--- src/rtl/chess_turn_ctrl_if.sv ---
`default_nettype none
// ============================================================================
// Module      : chess_turn_ctrl_if
// Description : Mouse/board bundle between the board decode, the turn
//               sequencer (slave) and the board logic.
// Revision    : 1.0 - initial release
// ============================================================================
interface chess_turn_ctrl_if;
    logic        mouse_left;
    logic [5:0]  mouse_square;
    logic        mouse_on_board;
    logic [3:0]  square_code;
    logic [63:0] possible_moves;
    logic        pick_piece;
    logic        place_piece;
    logic [5:0]  sel_square;
    logic [5:0]  target_square;
    logic        sel_active;
    logic        turn;
    logic [9:0]  move_count;
    logic        illegal;
    logic        timeout;

    modport master (
        output mouse_left, mouse_square, mouse_on_board, square_code, possible_moves,
        input  pick_piece, place_piece, sel_square, target_square, sel_active,
               turn, move_count, illegal, timeout
    );

    modport slave (
        input  mouse_left, mouse_square, mouse_on_board, square_code, possible_moves,
        output pick_piece, place_piece, sel_square, target_square, sel_active,
               turn, move_count, illegal, timeout
    );
endinterface
`default_nettype wire

--- src/rtl/chess_turn_ctrl.sv ---
`default_nettype none
// ============================================================================
// Module      : chess_turn_ctrl
// Description : Turns synchronised LMB clicks on board squares into
//               pick/place pulses, enforcing side-to-move and legal targets.
//               Define SEL_TIMEOUT_EN to auto-cancel a held piece.
// Revision    : 1.0 - initial release
// ============================================================================
module chess_turn_ctrl #(
    parameter int          SYNC_STAGES    = 2,
    parameter int          MOVES_LAT      = 2,
    parameter int unsigned TIMEOUT_CYCLES = 650_000_000
) (
    input  wire              clk,
    input  wire              rst,
    chess_turn_ctrl_if.slave bus
);

    localparam int             c_WAIT_W    = (MOVES_LAT > 1) ? $clog2(MOVES_LAT) : 1;
    localparam [c_WAIT_W-1:0]  c_WAIT_LOAD = c_WAIT_W'(MOVES_LAT - 1);

    typedef enum logic [2:0] {
        S_IDLE   = 3'd0,
        S_PICK   = 3'd1,
        S_WAIT   = 3'd2,
        S_HOLD   = 3'd3,
        S_PLACE  = 3'd4,
        S_CANCEL = 3'd5,
        S_TOUT   = 3'd6
    } state_t;

    logic [SYNC_STAGES-1:0] r_sync;
    logic                   r_sync_last;
    logic                   r_evt;
    state_t                 r_state;
    logic [c_WAIT_W-1:0]    r_wait_cnt;
    logic                   r_pick;
    logic                   r_place;
    logic [5:0]             r_sel_square;
    logic [5:0]             r_target;
    logic                   r_sel_active;
    logic                   r_turn;
    logic [9:0]             r_move_count;
    logic                   r_illegal;
    logic                   w_click;
    logic                   w_own_piece;

    assign w_click     = r_evt & bus.mouse_on_board;
    assign w_own_piece = (bus.square_code != 4'h0) && (bus.square_code[3] == r_turn);

    // Rising edge of the synchronised button, registered so it is a clean 1-cycle event
    always_ff @(posedge clk or negedge rst) begin
        if (!rst) begin
            r_sync      <= '0;
            r_sync_last <= 1'b0;
            r_evt       <= 1'b0;
        end else begin
            r_sync      <= {r_sync[SYNC_STAGES-2:0], bus.mouse_left};
            r_sync_last <= r_sync[SYNC_STAGES-1];
            r_evt       <= r_sync[SYNC_STAGES-1] & ~r_sync_last;
        end
    end

`ifdef SEL_TIMEOUT_EN
    localparam logic [31:0] c_TMO_LAST = 32'(TIMEOUT_CYCLES - 1);
    logic [31:0] r_tmo_cnt;
    logic        r_timeout;
    assign bus.timeout = r_timeout;
`else
    logic w_unused_tmo;
    assign w_unused_tmo = ^TIMEOUT_CYCLES;
    assign bus.timeout  = 1'b0;
`endif

    // Pulse outputs are registered on entry to the state that owns them
    always_ff @(posedge clk or negedge rst) begin
        if (!rst) begin
            r_state      <= S_IDLE;
            r_wait_cnt   <= '0;
            r_pick       <= 1'b0;
            r_place      <= 1'b0;
            r_sel_square <= '0;
            r_target     <= '0;
            r_sel_active <= 1'b0;
            r_turn       <= 1'b0;
            r_move_count <= '0;
            r_illegal    <= 1'b0;
`ifdef SEL_TIMEOUT_EN
            r_tmo_cnt    <= '0;
            r_timeout    <= 1'b0;
`endif
        end else begin
            r_pick    <= 1'b0;
            r_place   <= 1'b0;
            r_illegal <= 1'b0;
`ifdef SEL_TIMEOUT_EN
            r_timeout <= 1'b0;
`endif
            case (r_state)
                S_IDLE: begin
                    if (w_click && w_own_piece) begin
                        r_sel_square <= bus.mouse_square;
                        r_pick       <= 1'b1;
                        r_sel_active <= 1'b1;
                        r_state      <= S_PICK;
                    end
                end
                S_PICK: begin
                    r_wait_cnt <= c_WAIT_LOAD;
                    r_state    <= S_WAIT;
                end
                S_WAIT: begin
                    if (r_wait_cnt == '0) begin
                        r_state <= S_HOLD;
`ifdef SEL_TIMEOUT_EN
                        r_tmo_cnt <= '0;
`endif
                    end else begin
                        r_wait_cnt <= r_wait_cnt - 1'b1;
                    end
                end
                S_HOLD: begin
`ifdef SEL_TIMEOUT_EN
                    r_tmo_cnt <= r_tmo_cnt + 32'd1;
`endif
                    if (w_click) begin
                        if (bus.possible_moves[bus.mouse_square]) begin
                            r_target     <= bus.mouse_square;
                            r_place      <= 1'b1;
                            r_sel_active <= 1'b0;
                            r_turn       <= ~r_turn;
                            if (r_move_count != 10'h3FF)
                                r_move_count <= r_move_count + 10'd1;
                            r_state      <= S_PLACE;
                        end else if (bus.mouse_square == r_sel_square) begin
                            r_target     <= r_sel_square;
                            r_place      <= 1'b1;
                            r_sel_active <= 1'b0;
                            r_state      <= S_CANCEL;
                        end else begin
                            r_illegal <= 1'b1;
                        end
                    end
`ifdef SEL_TIMEOUT_EN
                    else if (r_tmo_cnt == c_TMO_LAST) begin
                        r_timeout <= 1'b1;
                        r_state   <= S_TOUT;
                    end
`endif
                end
                // Timeout announced last cycle; now put the piece back
                S_TOUT: begin
                    r_target     <= r_sel_square;
                    r_place      <= 1'b1;
                    r_sel_active <= 1'b0;
                    r_state      <= S_CANCEL;
                end
                S_PLACE, S_CANCEL: begin
                    r_state <= S_IDLE;
                end
                default: begin
                    r_state <= S_IDLE;
                end
            endcase
        end
    end

    assign bus.pick_piece    = r_pick;
    assign bus.place_piece   = r_place;
    assign bus.sel_square    = r_sel_square;
    assign bus.target_square = r_target;
    assign bus.sel_active    = r_sel_active;
    assign bus.turn          = r_turn;
    assign bus.move_count    = r_move_count;
    assign bus.illegal       = r_illegal;

endmodule
`default_nettype wire
--- src/flat_wrapper.sv ---
// flat-port wrapper written by rule: the top's interface ports become plain ports
module chess_turn_ctrl_flat 
#(
    parameter int          SYNC_STAGES    = 2,
    parameter int          MOVES_LAT      = 2,
    parameter int unsigned TIMEOUT_CYCLES = 650_000_000
)
  (clk, rst, bus_mouse_left, bus_mouse_square, bus_mouse_on_board, bus_square_code, bus_possible_moves, bus_pick_piece, bus_place_piece, bus_sel_square, bus_target_square, bus_sel_active, bus_turn, bus_move_count, bus_illegal, bus_timeout);
  chess_turn_ctrl_if bus_i ();
  input  wire clk;
  input  wire rst;
  input wire logic [$bits(bus_i.mouse_left)-1:0] bus_mouse_left;
  input wire logic [$bits(bus_i.mouse_square)-1:0] bus_mouse_square;
  input wire logic [$bits(bus_i.mouse_on_board)-1:0] bus_mouse_on_board;
  input wire logic [$bits(bus_i.square_code)-1:0] bus_square_code;
  input wire logic [$bits(bus_i.possible_moves)-1:0] bus_possible_moves;
  output wire logic [$bits(bus_i.pick_piece)-1:0] bus_pick_piece;
  output wire logic [$bits(bus_i.place_piece)-1:0] bus_place_piece;
  output wire logic [$bits(bus_i.sel_square)-1:0] bus_sel_square;
  output wire logic [$bits(bus_i.target_square)-1:0] bus_target_square;
  output wire logic [$bits(bus_i.sel_active)-1:0] bus_sel_active;
  output wire logic [$bits(bus_i.turn)-1:0] bus_turn;
  output wire logic [$bits(bus_i.move_count)-1:0] bus_move_count;
  output wire logic [$bits(bus_i.illegal)-1:0] bus_illegal;
  output wire logic [$bits(bus_i.timeout)-1:0] bus_timeout;
  assign bus_i.mouse_left = bus_mouse_left;
  assign bus_i.mouse_square = bus_mouse_square;
  assign bus_i.mouse_on_board = bus_mouse_on_board;
  assign bus_i.square_code = bus_square_code;
  assign bus_i.possible_moves = bus_possible_moves;
  assign bus_pick_piece = bus_i.pick_piece;
  assign bus_place_piece = bus_i.place_piece;
  assign bus_sel_square = bus_i.sel_square;
  assign bus_target_square = bus_i.target_square;
  assign bus_sel_active = bus_i.sel_active;
  assign bus_turn = bus_i.turn;
  assign bus_move_count = bus_i.move_count;
  assign bus_illegal = bus_i.illegal;
  assign bus_timeout = bus_i.timeout;
  chess_turn_ctrl #(.SYNC_STAGES(SYNC_STAGES), .MOVES_LAT(MOVES_LAT), .TIMEOUT_CYCLES(TIMEOUT_CYCLES)) u_core (.clk(clk), .rst(rst), .bus(bus_i));
endmodule
--- config.mk ---
export PLATFORM = sky130hd
export DESIGN_NAME = chess_turn_ctrl_flat
export DESIGN_NICKNAME = d
export VERILOG_FILES = /design/src/rtl/chess_turn_ctrl_if.sv /design/src/rtl/chess_turn_ctrl.sv /design/src/flat_wrapper.sv
export SDC_FILE = /design/constraint.sdc
export NUM_CORES = 1
export LEC_CHECK = 0
export ABC_AREA = 1
export BUFFER_PORTS_ARGS = -buffer_cell sky130_fd_sc_hd__buf_4
export CAP_MARGIN = 10
export CORE_MARGIN = 10
export CORE_UTILIZATION = 43
export CTS_CLUSTER_SIZE = 8
export DETAILED_ROUTE_END_ITERATION = 7
export PLACE_DENSITY = 0.82
export SETUP_SLACK_MARGIN = 0.4
export SLEW_MARGIN = 20
export SYNTH_ARGS = -nofsm -noshare
export SYNTH_HDL_FRONTEND = slang
export SYNTH_SLANG_ARGS = --single-unit
--- constraint.sdc ---
create_clock -name clk -period 2.2 [get_ports clk]
set_input_delay 0.22 -clock clk [delete_from_list [all_inputs] [get_ports clk]]
set_output_delay 0.22 -clock clk [all_outputs]
set_load 0.02 [all_outputs]
==> flow_metrics.py, run 1 <==
metrics = {
    "worst_setup_path": {
        "cp_max_fo": 4,
        "path_cells": "inv_1, nor2_1, nor4_2, nand3_1, nand2_2, inv_1, nand3_1, nand3_1, nand2_1, o21ai_1",
        "cp_common_cell": "nand3_1",
        "cpPeakStageDelay_ps": 420,
        "cp.buffers_inverters": 2,
        "crit_slowest_cell": "dfrtp_1",
        "path_class": "register to register",
        "cp.required_ps": 2360,
        "critPathTopFamily": "simple AND/OR/NAND/NOR gates",
        "endpoint_kind": "register",
        "reg2reg_setup_slack_ps": 520,
        "startpoint_type": "register",
        "cp.arrival_ps": 1840,
    },
    "place": {
        "routabilityCongestion": 0.891,
        "portBuffers": 104,
        "placed_cell_area_sq_um": 3260,
        "hpwl_um": 6090,
        "dp_cells": 540,
    },
    "logic_synthesis": {
        "synth_simple_gate_area_share_pct": 47.1,
        "synth_fp_nets": 455,
        "synth_area_leaders": "dfrtp_1, nand2_1, nand3_1",
        "yosys_register_bits": 35,
        "synth_top_cell_by_area": "dfrtp_1",
        "synth_top_family_by_area": "simple AND/OR/NAND/NOR gates",
        "synth_compound_area_share_pct": 3.36,
        "yosys.area.top_type_share_pct": 35.1,
        "synthXorXnorAreaFrac_pct": 3.51,
        "yosysWarnings": 0,
        "synthCells": 376,
        "syn-mean-instance-area_sq_um": 6.63,
        "yosysSeqAreaShare_pct": 35.1,
        "synthAdderAreaFrac_pct": 0.502,
        "synthMuxAreaShare_pct": 0,
        "synth_area_sq_um": 2490,
        "synthDistinctLibCells": 27,
    },
    "grt": {
        "overflow": 0,
        "antenna_found_initial": 0,
        "grt_start_max_net_pins": 37,
        "grt.total_usage_pct": 16.7,
        "first_global_vias": 2617,
        "grt_pass1_wl_um": 12400,
    },
    "floorplan": {
        "die_width_um": 96.1,
        "num_rows": 27,
        "dieArea_sq_um": 9240,
        "die_h_um": 96.1,
        "io_pins": 106,
        "start_util_pct": 44.7,
        "core_sq_um": 5570,
    },
    "layout": {
        "layout.cells.non_filler": 550,
        "fin_nets": 556,
        "final_core_util_pct": 61.8,
        "fillers": 512,
        "multi_input_area_sq_um": 1400,
        "drive_gt1_share_pct": 28.5,
        "seq_area_sq_um": 876,
        "area_growth_pct": 38.1,
        "fin_area_sq_um": 3440,
        "diodes": 0,
    },
    "pwr": {
        "power_frac_seq_pct": 34.3,
        "vdd_drop_max_mv": 0.678,
        "power_density_nw_per_um2": 839,
        "power.switching_mw": 1.16,
        "p_total_mw": 2.89,
        "p_sw_share_pct": 40.1,
        "p_leak_nw": 1.90,
        "pwr-share-clk_pct": 20.6,
        "power_frac_comb_pct": 45.1,
        "p_int_mw": 1.73,
    },
    "sta": {
        "final.min_clock_period_ps": 1680,
        "fmax_mhz": 594,
        "period_share_pct": 76.5,
        "rsz0062_at_grt": "yes",
        "setup_tns_ps": 0,
        "hold_viol": 0,
        "setup_violations": 0,
        "slew_viol_final": 0,
        "skew_ps": 6.96,
    },
    "route": {
        "detail_route.vias_per_cell": 5.05,
        "first_pass_iters": 4,
        "wl_per_cell_um": 14.3,
        "vias": 2775,
        "wirelength_um": 7840,
        "drc": 0,
        "antenna_left": 0,
        "drt_iter0_markers": 200,
    },
    "clock_tree": {
        "clk_latency_ps": 290,
        "cts_tree": "done",
        "clockRootBuffer": "clkbuf_8",
        "clock_path_buffers": 2,
        "cts.sinks": 35,
        "cts_max_level": 2,
        "cts.clk_slew.worst_paths_ps": 70,
        "cts_buffers": 5,
    },
    "worst_hold_path": {
        "hold_path.class": "input pin to register",
    },
    "run": {
        "drv_cap": 0,
    },
    "status": {
        "status": "finished, final reports clean",
    },
}
## synth_stat cells
master    instances
dfrtp_1          35
nor2_8            1
xnor2_1           4
o21bai_4          1
conb_1            1
buf_4             4
nand3_1          73
clkinv_1          1
nand3_2           4
nor4_1            2
inv_2             3
o21ai_0           6
nor2_1           17
inv_1            26
xor2_1            6
ha_1              1
nand2_1         160
buf_6             7
nor3_1            7
nand4_1           2
inv_6             1
nand2_2           1
o21a_1            2
buf_2             5
or2_2             1
a21oi_1           4
nand2_4           1
## metrics by stage
step	setup slack [ps]	hold WS, ps
after floorplan	479	-75.6
after global placement	243	191
after detailed placement	185	195
after CTS	444	34.8
after global routing	357	28.5
final	518	38.9
## kinds of logic after synthesis
| group | count (synthesis) |
|---|---|
| AOI/OAI and AO/OA | 13 |
| xor gates and xnor gates | 10 |
| adders and majority gates | 1 |
| buffers and inverters | 47 |
| DFF | 35 |
| other | 1 |
| and+or+nand+nor | 269 |
## placed cells by master, fill, tap and decap left out, types with 2 or more instances in the layout
master / n
xor2_1: 6
o21a_1: 2
nand2_2: 2
o21ai_0: 5
inv_1: 26
a21oi_1: 4
nor2_1: 16
nand3_1: 72
nor3_1: 6
buf_4: 108
nand2_1: 159
inv_2: 2
nand4_1: 2
xnor2_1: 4
nor4_2: 2
nand3_2: 4
dfrtp_1: 35
clkbuf_8: 6
## registers in the layout, summed over array words and instances, names as in the netlist, 2 cells and up
register / cells
u_core.bus.move_count: 10
u_core.bus.sel_square: 6
u_core.bus.target_square: 6
u_core.r_state: 3
u_core.r_sync: 2
## final cells by class
type / count / share of cell area (%)
inverters: 31 / 3.67
flip-flops and latches: 35 / 25.4
clock buffers: 6 / 2.40
repair buffers: 110 / 24.3
multi-input cells: 294 / 40.6
well taps: 72 / 2.62
clock inverters: 2 / 1.02
## power by group through the flow
stage	combinational, mW	sequential (mW)	clock [mW]
floorplan	0.612	1.13	0
global placement	1.23	0.995	0
detailed placement	1.26	0.994	0
CTS	1.29	0.986	0.602
global route	1.45	1.02	0.635
finish	1.30	0.992	0.595
## path summary, 6_finish.rpt
path / startpoint / to / depth (start not counted)
max: u_core.bus.sel_square[2]$_DFFE_PN0P_ / u_core.r_state[1]$_DFFE_PN0P_ / 10
min: bus_mouse_left / u_core.r_sync[0]$_DFF_PN0_ / 1
max reg2reg: u_core.bus.sel_square[2]$_DFFE_PN0P_ / u_core.r_state[1]$_DFFE_PN0P_ / 10
min in group asynchronous: rst / u_core.bus.move_count[4]$_DFFE_PN0P_ / 2
max in group asynchronous: rst / u_core.bus.sel_square[5]$_DFFE_PN0P_ / 2
min reg2reg: u_core.r_sync[0]$_DFF_PN0_ / u_core.r_sync[1]$_DFF_PN0_ / 0
## repair_timing
item / in CTS / in global routing
resized for setup: 2 / 11
setup buffers: 0 / 1
pin swaps: 0 / 2
setup endpoints to repair: 11 / 25
hold buffers: 1 / 0
endpoints found under the hold margin: 35 / 0
## per-layer routing
layer | up-vias | GRT usage, % | wire, um
met3 | 9 | 3.81 | 492
met1 | 1274 | 20.2 | 3100
li1 | 1393 | - | -
met4 | 0 | 4.05 | 87
met5 | - | 0 | 0
met2 | 99 | 29.1 | 4160
No activity file was read; power rests on OpenSTA's default activity.
==> run 2: changes to the inputs <==
Settings changed: PLACE_DENSITY 0.82 to 0.85.
Clock period 2.2 ns to 1.52 ns, I/O delays scaled along.
==> flow_metrics.py, run 2 (synthesis gave the netlist of run 1 again) <==
metrics = {
    "place": {
        "hpwl_um": 6480,
        "dp_slack_ps": -320,
        "placed_cell_area_sq_um": 3530,
        "portBuffers": 104,
        "routabilityCongestion": 0.860,
    },
    "status": {
        "violations": "setup timing",
        "status": "complete, but fails checks",
    },
    "clock_tree": {
        "cts_tree": "done",
        "cts.sinks": 35,
        "cts.clk_slew.worst_paths_ps": 70,
        "clockRootBuffer": "clkbuf_8",
        "clk_latency_ps": 290,
        "cts_max_level": 2,
        "clock_path_buffers": 2,
        "cts_buffers": 5,
    },
    "layout": {
        "final_cell_mix": "nand2_1, buf_4, nand3_1",
        "diodes": 0,
        "multi_input_area_sq_um": 1610,
        "fin_nets": 617,
        "final_common_cell": "nand2_1",
        "fillers": 319,
        "drive_gt1_share_pct": 45.8,
        "seq_area_sq_um": 888,
        "area_growth_pct": 74.9,
        "fin_area_sq_um": 4360,
        "final_core_util_pct": 78.2,
        "largest_reg_flops": 10,
    },
    "sta": {
        "period_share_pct": 114,
        "final.min_clock_period_ps": 1730,
        "slew_viol_final": 0,
        "setup_tns_ps": -2730,
        "skew_ps": 7.05,
        "hold_viol": 0,
        "setup_slack_ps": -214,
        "fmax_mhz": 577,
        "setup_violations": 29,
        "rsz0062_at_grt": "yes",
    },
    "grt": {
        "overflow": 0,
        "grt.busiest_layer": "met2",
        "antenna_found_initial": 0,
        "groute.layer.met3.usage_pct": 4.98,
        "grtUsageMet2_pct": 40.2,
        "grt_start_max_net_pins": 36,
        "grt.total_usage_pct": 23.1,
        "use_met1_pct": 26.5,
        "first_global_vias": 3379,
        "grt_pass1_wl_um": 16800,
    },
    "floorplan": {
        "io_pins": 106,
        "core_sq_um": 5570,
        "die_h_um": 96.1,
        "dieArea_sq_um": 9240,
        "start_util_pct": 44.7,
        "die_width_um": 96.1,
        "num_rows": 27,
    },
    "route": {
        "wirelength_um": 12600,
        "wl_per_cell_um": 20.6,
        "vias": 3627,
        "drt_iter0_markers": 537,
        "first_pass_iters": 7,
        "antenna_left": 0,
        "detail_route.vias_per_cell": 5.94,
        "drc": 0,
    },
    "run": {
        "drv_cap": 0,
    },
    "pwr": {
        "p_sw_share_pct": 43.1,
        "power_frac_comb_pct": 56.9,
        "pwr-share-clk_pct": 14.4,
        "p_leak_nw": 2.29,
        "p_int_mw": 2.96,
        "power_density_nw_per_um2": 1190,
        "vdd_drop_max_mv": 1.22,
        "power_frac_seq_pct": 28.7,
        "power.switching_mw": 2.24,
        "p_total_mw": 5.21,
    },
    "worst_setup_path": {
        "cp.arrival_ps": 1910,
        "cp_max_fo": 10,
        "cp.required_ps": 1700,
        "endpoint_kind": "register",
        "startpoint_type": "input pin",
        "path_class": "input pin to register",
    },
    "worst_hold_path": {
        "hold_path.class": "input pin to register",
    },
}
==> run 2: power groups by stage <==
stage,Combinational [mW],Clock (mW),Sequential [mW]
floorplan,0.931,0,1.66
global placement,2.03,0,1.44
detailed placement,2.08,0,1.45
CTS,2.46,0.745,1.43
global route,3.13,0.793,1.50
finish,2.96,0.752,1.49
==> run 2: metal layers <==
metal / part of all wire (%) / up-vias
met2: 47 / 364
met4: 7.6 / 0
met1: 34 / 1631
li1: - / 1529
met3: 11 / 103
met5: 0 / -
==> run 2: repair_timing <==
item,CTS,global route
endpoints found under the setup margin,38,39
endpoints found under the hold margin,36,0
pin swaps,23,12
gates cloned,9,1
hold buffers,2,0
setup buffers,17,6
gates resized for setup,63,43
==> run 2: worst max-delay path, stage by stage <==
cell and delay [ps]:
buf_16 170, clkinv_8 90, nand2_1 60, nand3_1 110
nand3_1 120, nand2_1 100, nand2_1 90, nand3_1 80
nand3_2 110, nand2_4 80, buf_4 150, buf_4 150
nand3_1 110, nand2_1 110, nand2_2 120, nand2_4 70
==> run 2: per-stage QoR <==
step / std cells / hold slack (ps)
after floorplan: 376 / -144
after global placement: 568 / 125
after detailed placement: 568 / 126
after CTS: 604 / 147
after global routing: 611 / 151
final: 611 / 159
==> run 2: layout make-up <==
cell class              count  area share (%)
multi-input cells         295            36.8
flip-flops and latches     35            20.4
clock buffers               8            2.30
repair inverters            4            1.21
repair buffers            166            34.0
well taps                  72            2.07
inverters                  31            3.21
==> run 2: worst paths after layout <==
check	start	endpoint	slack (ps)	depth (start not counted)
worst max register to register	u_core.bus.sel_square[4]$_DFFE_PN0P_	u_core.bus.target_square[0]$_DFFE_PN0P_	-170	9
max in group asynchronous	rst	u_core.bus.sel_square[5]$_DFFE_PN0P_	790	2
worst min-delay path	bus_mouse_square[5]	u_core.bus.sel_square[5]$_DFFE_PN0P_	160	3
worst max-delay path	bus_mouse_square[0]	u_core.bus.target_square[0]$_DFFE_PN0P_	-210	16
worst min register to register	u_core.r_sync[0]$_DFF_PN0_	u_core.r_sync[1]$_DFF_PN0_	360	0
min in group asynchronous	rst	u_core.r_sync[1]$_DFF_PN0_	360	2
==> run 3: changes to the inputs <==
Settings changed: CORE_UTILIZATION 43 to 40, PLACE_DENSITY 0.85 to 0.81.
==> flow_metrics.py, run 3 (synthesis gave the netlist of run 1 again) <==
metrics = {
    "status": {
        "status": "complete, but fails checks",
        "violations": "setup timing",
    },
    "pwr": {
        "p_int_mw": 3.15,
        "power_density_nw_per_um2": 1160,
        "p_sw_share_pct": 45.3,
        "p_leak_nw": 2.53,
        "power_frac_seq_pct": 26.6,
        "p_total_mw": 5.77,
        "power_frac_comb_pct": 61.2,
        "vdd_drop_max_mv": 1.08,
        "power.switching_mw": 2.62,
        "pwr-share-clk_pct": 12.2,
    },
    "layout": {
        "final_cell_mix": "buf_4, nand2_1, nand3_1",
        "drive_gt1_share_pct": 59.1,
        "diodes": 0,
        "largest_reg_flops": 10,
        "final_common_cell": "buf_4",
        "area_growth_pct": 99.2,
        "seq_area_sq_um": 892,
        "layout.cells.non_filler": 632,
        "final_core_util_pct": 82.9,
        "multi_input_area_sq_um": 1920,
        "fillers": 284,
        "fin_nets": 635,
    },
    "worst_hold_path": {
        "hold_depth": 3,
        "hold_path.class": "input pin to register",
    },
    "place": {
        "routabilityCongestion": 0.911,
        "dp_cells": 573,
        "portBuffers": 104,
        "hpwl_um": 6580,
    },
    "clock_tree": {
        "cts_max_level": 2,
        "cts.clk_slew.worst_paths_ps": 80,
        "cts_buffers": 5,
        "cts_tree": "done",
        "cts.sinks": 35,
        "clock_path_buffers": 2,
        "clockRootBuffer": "clkbuf_8",
        "clk_latency_ps": 310,
    },
    "floorplan": {
        "start_util_pct": 41.6,
        "core_sq_um": 5990,
        "dieArea_sq_um": 9790,
        "die_width_um": 98.9,
        "die_h_um": 98.9,
        "num_rows": 28,
        "io_pins": 106,
    },
    "worst_setup_path": {
        "cp.arrival_ps": 1930,
        "critPathLaunch": "u_core.bus.sel_square[5]$_DFFE_PN0P_",
        "cp_max_fo": 4,
        "endpoint_kind": "register",
        "worst_r2r_path_depth": 9,
        "cp.required_ps": 1700,
        "path_class": "register to register",
        "r2r-end": "u_core.bus.target_square[5]$_DFFE_PN0P_",
        "startpoint_type": "register",
        "reg2reg_setup_slack_ps": -220,
        "r2r-start": "u_core.bus.sel_square[5]$_DFFE_PN0P_",
        "endpoint": "u_core.bus.target_square[5]$_DFFE_PN0P_",
    },
    "route": {
        "first_pass_iters": 6,
        "vias": 4022,
        "wl_per_cell_um": 24.4,
        "wirelength_um": 15400,
        "drt_iter0_markers": 525,
        "antenna_left": 0,
        "detail_route.vias_per_cell": 6.36,
        "drc": 0,
    },
    "sta": {
        "hold_viol": 0,
        "slew_viol_final": 0,
        "skew_ps": 7.50,
        "rsz0062_at_grt": "yes",
        "fmax_mhz": 574,
        "setup_slack_ps": -223,
        "setup_violations": 19,
        "final.min_clock_period_ps": 1740,
        "period_share_pct": 115,
        "setup_tns_ps": -2280,
    },
    "run": {
        "drv_cap": 0,
    },
    "grt": {
        "grt_pass1_wl_um": 20500,
        "grt_start_max_net_pins": 36,
        "overflow": 0,
        "grt.total_usage_pct": 25.8,
        "antenna_found_initial": 0,
        "first_global_vias": 3885,
    },
}
## run 3: cell count changes in the layout (fill, tap and decap cells not counted), moves of 3 or more
cell     change
buf_4        +6
nand2_2     +25
nand2_4      +5
nand3_4      +4
buf_6        +3
nand2_1     -31
nand3_1     -23
nor2_1       -4
nand3_2     +19
buf_12       +5
dfrtp_1      -3
dfrtp_2      +3
## run 3: per-stage QoR
step | hold WS (ps) | instance area [sq um] | setup WS (ps)
2_1_floorplan | -144 | 2560 | 21.3
3_3_place_gp | 129 | 3580 | -237
3_5_place_dp | 127 | 3580 | -317
4_1_cts | 136 | 4680 | -13.8
5_1_grt | 163 | 4970 | -252
6_report | 174 | 4970 | -223
## run 3: how the worst min path moves through the flow
stage,slack [ps],from,end
global route,160,bus_mouse_square[5],u_core.bus.sel_square[5]$_DFFE_PN0P_
floorplan,-140,rst,u_core.bus.illegal$_DFF_PN0_
finish,170,bus_mouse_square[5],u_core.bus.sel_square[5]$_DFFE_PN0P_
detailed placement,130,rst,u_core.r_sync_last$_DFF_PN0_
global placement,130,rst,u_core.r_sync[0]$_DFF_PN0_
CTS,140,bus_mouse_square[5],u_core.bus.sel_square[5]$_DFFE_PN0P_
## run 3: worst max-delay path: stages, from the launching register on
cell and delay [ps]:
dfrtp_2 460, inv_2 100, nor2_4 50, nor4_4 270
nand3_2 160, nand2_4 130, o21bai_4 110, buf_6 150
nand2_2 70, nand2_1 100
## run 3: cell type report
type	instances	share of cell area, %
Clock buffer	8	1.61
Inverter	31	2.95
Multi-Input combinational cell	295	38.7
Sequential cell	35	18.0
Tap cell	75	1.89
Timing Repair Buffer	184	35.9
Timing Repair inverter	4	0.957
## run 3: power by group through the flow
| stage | logic, mW | registers (mW) | clock network [mW] |
|---|---|---|---|
| after floorplan | 0.931 | 1.66 | 0 |
| after global placement | 2.07 | 1.44 | 0 |
| after detailed placement | 2.12 | 1.46 | 0 |
| after CTS | 2.76 | 1.47 | 0.647 |
| after global routing | 3.66 | 1.54 | 0.726 |
| final | 3.53 | 1.53 | 0.706 |
## run 3: routing by layer
| layer | vias up | track usage [%] | part of all wire (%) |
|---|---|---|---|
| met5 | - | 0 | 0 |
| met4 | 0 | 17.9 | 9.9 |
| met3 | 159 | 5.87 | 12 |
| met2 | 434 | 43.7 | 46 |
| met1 | 1866 | 27.8 | 32 |
| li1 | 1563 | - | - |
## run 3: repair_timing
item,CTS,global route
hold endpoints to repair,36,0
resized for setup,149,50
hold buffers,2,0
pin swaps,41,19
setup buffers,25,11
endpoints found under the setup margin,37,40
cloned,12,1
